--- src/rtl/lfsr_rand_range.sv ---
// Parametrised Fibonacci LFSR with seed loading, lock-up protection and a
// rejection-sampling draw engine returning a uniform value in [0, limit).
module lfsr_rand_range #(
  parameter int unsigned      WIDTH         = 8,
  parameter logic [WIDTH-1:0] TAPS          = 8'h88,
  parameter bit               FEEDBACK_XNOR = 1'b1,
  parameter int unsigned      MAX_TRIES     = 16
) (
  input  logic             clk,
  input  logic             reset,
  input  logic             enable,
  input  logic             seed_load,
  input  logic [WIDTH-1:0] seed,
  input  logic             req,
  input  logic [WIDTH-1:0] limit,
  output logic [WIDTH-1:0] out,
  output logic             busy,
  output logic             rnd_valid,
  output logic [WIDTH-1:0] rnd_out
);

  localparam int unsigned      CW       = $clog2(MAX_TRIES + 1);
  localparam logic [CW-1:0]    LAST_TRY = CW'(MAX_TRIES - 1);
  localparam logic [WIDTH-1:0] RV       = FEEDBACK_XNOR ? '0 : WIDTH'(1);
  localparam logic [WIDTH-1:0] LOCKUP   = FEEDBACK_XNOR ? '1 : '0;

  typedef enum logic {IDLE, DRAW} fsm_t;

  fsm_t             fsm;
  logic [CW-1:0]    tries;
  logic [WIDTH-1:0] lim;
  logic [WIDTH-1:0] mask;

  logic             fb;
  logic [WIDTH-1:0] step_val;
  logic [WIDTH-1:0] seed_safe;
  logic [WIDTH-1:0] lim_m1;
  logic [WIDTH-1:0] mask_c;
  logic [WIDTH-1:0] cand;
  logic             accept;

  always_comb begin
    fb        = (^(out & TAPS)) ^ FEEDBACK_XNOR;
    step_val  = {out[WIDTH-2:0], fb};
    seed_safe = (seed == LOCKUP) ? RV : seed;
    // Smear the highest set bit of limit-1 downwards; limit=0 wraps to all-ones.
    lim_m1    = limit - 1'b1;
    mask_c    = '0;
    for (int unsigned i = 0; i < WIDTH; i++)
      mask_c[i] = |(lim_m1 >> i);
    cand      = out & mask;
    accept    = (lim == '0) || (cand < lim);
  end

  always_ff @(posedge clk) begin
    if (reset) begin
      out       <= RV;
      busy      <= 1'b0;
      rnd_valid <= 1'b0;
      rnd_out   <= '0;
      fsm       <= IDLE;
      tries     <= '0;
      lim       <= '0;
      mask      <= '0;
    end else begin
      rnd_valid <= 1'b0;
      case (fsm)
        IDLE: begin
          if (req) begin
            lim   <= limit;
            mask  <= mask_c;
            tries <= '0;
            fsm   <= DRAW;
            busy  <= 1'b1;
          end
        end
        DRAW: begin
          tries <= tries + 1'b1;
          if (accept) begin
            rnd_out   <= cand;
            rnd_valid <= 1'b1;
            fsm       <= IDLE;
            busy      <= 1'b0;
          end else if (tries == LAST_TRY) begin
            // mask < 2*limit, so a single subtraction folds into range
            rnd_out   <= cand - lim;
            rnd_valid <= 1'b1;
            fsm       <= IDLE;
            busy      <= 1'b0;
          end
        end
        default: fsm <= IDLE;
      endcase

      if (seed_load)
        out <= seed_safe;
      else if (fsm == DRAW || req || enable)
        out <= step_val;
    end
  end

endmodule

--- config.mk ---
export PLATFORM = sky130hd
export DESIGN_NAME = lfsr_rand_range
export DESIGN_NICKNAME = d
export VERILOG_FILES = /design/src/rtl/lfsr_rand_range.sv
export SDC_FILE = /design/constraint.sdc
export NUM_CORES = 1
export LEC_CHECK = 0
export BUFFER_PORTS_ARGS = -buffer_cell sky130_fd_sc_hd__buf_4
export CAP_MARGIN = 30
export CORE_ASPECT_RATIO = 1.5
export CORE_MARGIN = 2
export CORE_UTILIZATION = 40
export DETAILED_ROUTE_END_ITERATION = 12
export GPL_TIMING_DRIVEN = 0
export SETUP_SLACK_MARGIN = 0.3
export SYNTH_ARGS = -nofsm -noshare
export SYNTH_HDL_FRONTEND = slang
export SYNTH_SLANG_ARGS = --single-unit
--- constraint.sdc ---
create_clock -name clk -period 3.05 [get_ports clk]
set_clock_uncertainty 0.2 [all_clocks]
set_input_delay 0.305 -clock clk [delete_from_list [all_inputs] [get_ports clk]]
set_output_delay 0.305 -clock clk [all_outputs]
set_load 0.005 [all_outputs]
==> results.sh <==
export IMPL_status="finished, final reports clean"
export IMPL_cts_buffers_inserted=5
export IMPL_total_power_mw=1.31
export IMPL_fp_dieH_um=96.9
export IMPL_dpl_hpwl_um=4480
export IMPL_routabilityCongestion=0.857
export IMPL_syn_inst=282
export IMPL_diodes=0
export IMPL_vias=2128
export IMPL_worst_ep_arrival_time_ns=2.64
export IMPL_synth_warnings=0
export IMPL_grt_pass1_vias=2073
export IMPL_setup_viol=0
export IMPL_avgViaCountPerCell=5.31
export IMPL_path_class="register to register"
export IMPL_nNetsFinal=365
export IMPL_hold_ws_ns=0.0846
export IMPL_tightest_slew_ns=0.552
export IMPL_grt_start_max_net_pins=12
export IMPL_relSlewSlack_pct=63.1
export IMPL_clk_latency_ns=0.29
export IMPL_totalNegativeSetupSlack_ns=0
export IMPL_synth_area_leaders="dfxtp_1 35%, ha_1 6.5%, nand2_1 5.2%"
export IMPL_drt_wl_total_um=5620
export IMPL_die_area_um2=6390
export IMPL_first_pass_iters=4
export IMPL_drt_iter0_markers=76
export IMPL_syn_avg_cell_area_um2=8.17
export IMPL_cap_violations=0
export IMPL_drc_errors=0
export IMPL_worst_hold_path_type="input pin to register"
export IMPL_required_ns=3.04
export IMPL_synth_area_um2=2300
export IMPL_io_buffer_count=36
export IMPL_clk_pin_slew_ns=0.08
export IMPL_powerDensity_nw_per_um2=466
export IMPL_cp_start_kind="register"
export IMPL_wl_per_cell_um=14.0
export IMPL_period_share_pct=86.8
export IMPL_cp_max_fo=3
export IMPL_nFillCells=592
export IMPL_switching_share_pct=29.6
export IMPL_slew_viol_final=0
export IMPL_end_kind="register"
export IMPL_synth_top_area_cell="dfxtp_1"
export IMPL_ys_flop_type="dfxtp_1"
export IMPL_synth_seq_cells=40
export IMPL_p_seq_share_pct=44.6
export IMPL_grt_total_usage_pct=18.9
export IMPL_p_leak_nw=1.15
export IMPL_synth_edf_count=0
export IMPL_clkPwrFrac_pct=28.6
export IMPL_antenna_found_initial=0
export IMPL_async_flop_share_pct=0
export IMPL_fmax_ghz=0.378
export IMPL_rsz0062_at_grt="false"
export IMPL_root_buffer="clkbuf_8"
export IMPL_grt_pass1_wl_um=9560
export IMPL_yosysUniqueCellTypes=52
export IMPL_io_pins=39
export IMPL_core_area_um2=5530
export IMPL_grt_overflow_total=0
export IMPL_power_switching_mw=0.389
export IMPL_hold_violations=0
export IMPL_ff_latch_area_um2=801
export IMPL_clk_path_buf_depth=2
export IMPL_htreeDepth=2
export IMPL_intPower_mw=0.925
export IMPL_areaGrowthSynthToFinish_pct=22.6
export IMPL_cts_tree="built"
export IMPL_initial_utilization_pct=41.6
export IMPL_antenna_left=0
export IMPL_clock_sinks=40
export IMPL_place_ws_ns=0.249
export IMPL_synth_top_area_share_pct=34.8
export IMPL_synth_nets=316
export IMPL_timing_final_ws_setup_ns=0.404
export IMPL_power_frac_comb_pct=26.7
export IMPL_peakVddDrop_mv=0.254
export IMPL_cts_hold_buf=0
export IMPL_yosysSeqAreaShare_pct=34.8
export IMPL_multiInputGateArea_um2=1390
export IMPL_row_count=33
export IMPL_drive_gt1_share_pct=20.5
export IMPL_die_width_um=66.0
export IMPL_fin_crit_ns=2.65
final timing paths:
| check | from | end | cells past startpoint | slack (ns) |
|---|---|---|---|---|
| setup reg to reg | lim[0] | rnd_out[5] | 11 | 0.40 |
| hold / removal | seed[4] | out[4] | 3 | 0.08 |
| setup / recovery | lim[0] | rnd_out[5] | 11 | 0.40 |
| hold reg to reg | busy | busy | 1 | 0.27 |
flip-flops by register name, indices dropped and copies added (netlist names):
name / cells
lim: 8
mask: 8
out: 8
rnd_out: 8
tries: 5
busy: 1
fsm: 1
rnd_valid: 1
logic make-up (layout without fill, tap and decap cells):
| kind of cell | after synthesis | after routing | share of synthesized area [%] |
|---|---|---|---|
| xor gates and xnor gates | 9 | 9 | 3.42 |
| AOI/OAI and AO/OA | 70 | 70 | 22.3 |
| adders and majority gates | 13 | 13 | 7.39 |
| buffers and inverters | 31 | 80 | 5.54 |
| muxes | 2 | 2 | 0.869 |
| and+or+nand+nor | 117 | 117 | 25.7 |
| DFF | 40 | 40 | 34.8 |
synth_stat cells (2+ instances only):
cell	number
a211oi_1	14
a21oi_1	16
a221o_1	7
a311oi_1	2
a31oi_1	2
and2_1	12
and3_1	3
and4bb_2	2
buf_1	2
buf_2	2
clkbuf_1	9
dfxtp_1	40
ha_1	12
inv_1	16
mux2i_1	2
nand2_1	32
nand2b_1	5
nand3_1	3
nand4_1	3
nor2_1	28
nor3_1	13
nor4_1	5
o211ai_1	2
o21ai_0	6
o21bai_1	2
o22ai_1	7
or2_2	3
xnor2_1	6
xor2_1	3
area by class of cell:
type / instances / area share, %
multi-input combinational: 211 / 49.4
clock buffer: 7 / 3.41
tap: 70 / 3.10
timing repair buffer: 42 / 11.2
buffer: 15 / 2.48
inverter: 16 / 2.13
sequential: 40 / 28.4
stage by stage:
| step | cells | utilization [%] | area [um2] |
|---|---|---|---|
| final | 401 | 51.0 | 2820 |
| after CTS | 396 | 50.0 | 2770 |
| after global routing | 401 | 51.0 | 2820 |
| after detailed placement | 388 | 48.1 | 2660 |
| after floorplan | 282 | - | 2300 |
| after global placement | 388 | 48.1 | 2660 |
worst max-delay path, cell delays in order (launching register included):
cell and delay [ns]:
dfxtp_1 0.42, ha_1 0.19, inv_1 0.05, fa_1 0.41
a211oi_2 0.31, nor3_2 0.10, o211ai_1 0.17, buf_4 0.16
buf_4 0.10, buf_4 0.10, o21ai_0 0.07, a311oi_1 0.26
per-layer routing:
metal / up-vias / track usage, % / wire [um]
li1: 1108 / - / -
met1: 978 / 22.2 / 2400
met2: 36 / 34.6 / 3000
met3: 6 / 3.02 / 160
met4: 0 / 4.71 / 67
met5: - / 0 / 0
timing repair:
| item | CTS | global route |
|---|---|---|
| resized for setup | 0 | 5 |
| gates cloned | 0 | 0 |
| pin swaps | 1 | 3 |
| endpoints found under the setup margin | 7 | 10 |
| endpoints found under the hold margin | 0 | 0 |
| buffers inserted | 1 | 5 |
placed cells by master, fill, tap and decap left out, types with 3 or more instances in the layout:
| master | n |
|---|---|
| o22ai_1 | 7 |
| inv_1 | 16 |
| o21ai_0 | 6 |
| nand2b_1 | 5 |
| nand2_1 | 31 |
| nor3_1 | 12 |
| xor2_1 | 3 |
| ha_1 | 12 |
| and3_1 | 3 |
| or2_2 | 3 |
| nand3_1 | 3 |
| nand4_1 | 3 |
| nor2_1 | 28 |
| a21oi_1 | 16 |
| clkbuf_8 | 7 |
| dfxtp_1 | 40 |
| nor4_1 | 5 |
| buf_4 | 42 |
| and2_1 | 12 |
| clkbuf_1 | 9 |
| xnor2_1 | 6 |
| a211oi_1 | 14 |
| a221o_1 | 7 |
power groups by stage:
stage               combinational [mW]  clock, mW  sequential (mW)
global route                     0.390      0.419            0.592
finish                           0.352      0.377            0.587
global placement                 0.310          0            0.598
floorplan                        0.211          0            0.592
CTS                              0.319      0.391            0.587
detailed placement               0.312          0            0.598
Power figures use the tool's default switching activity.
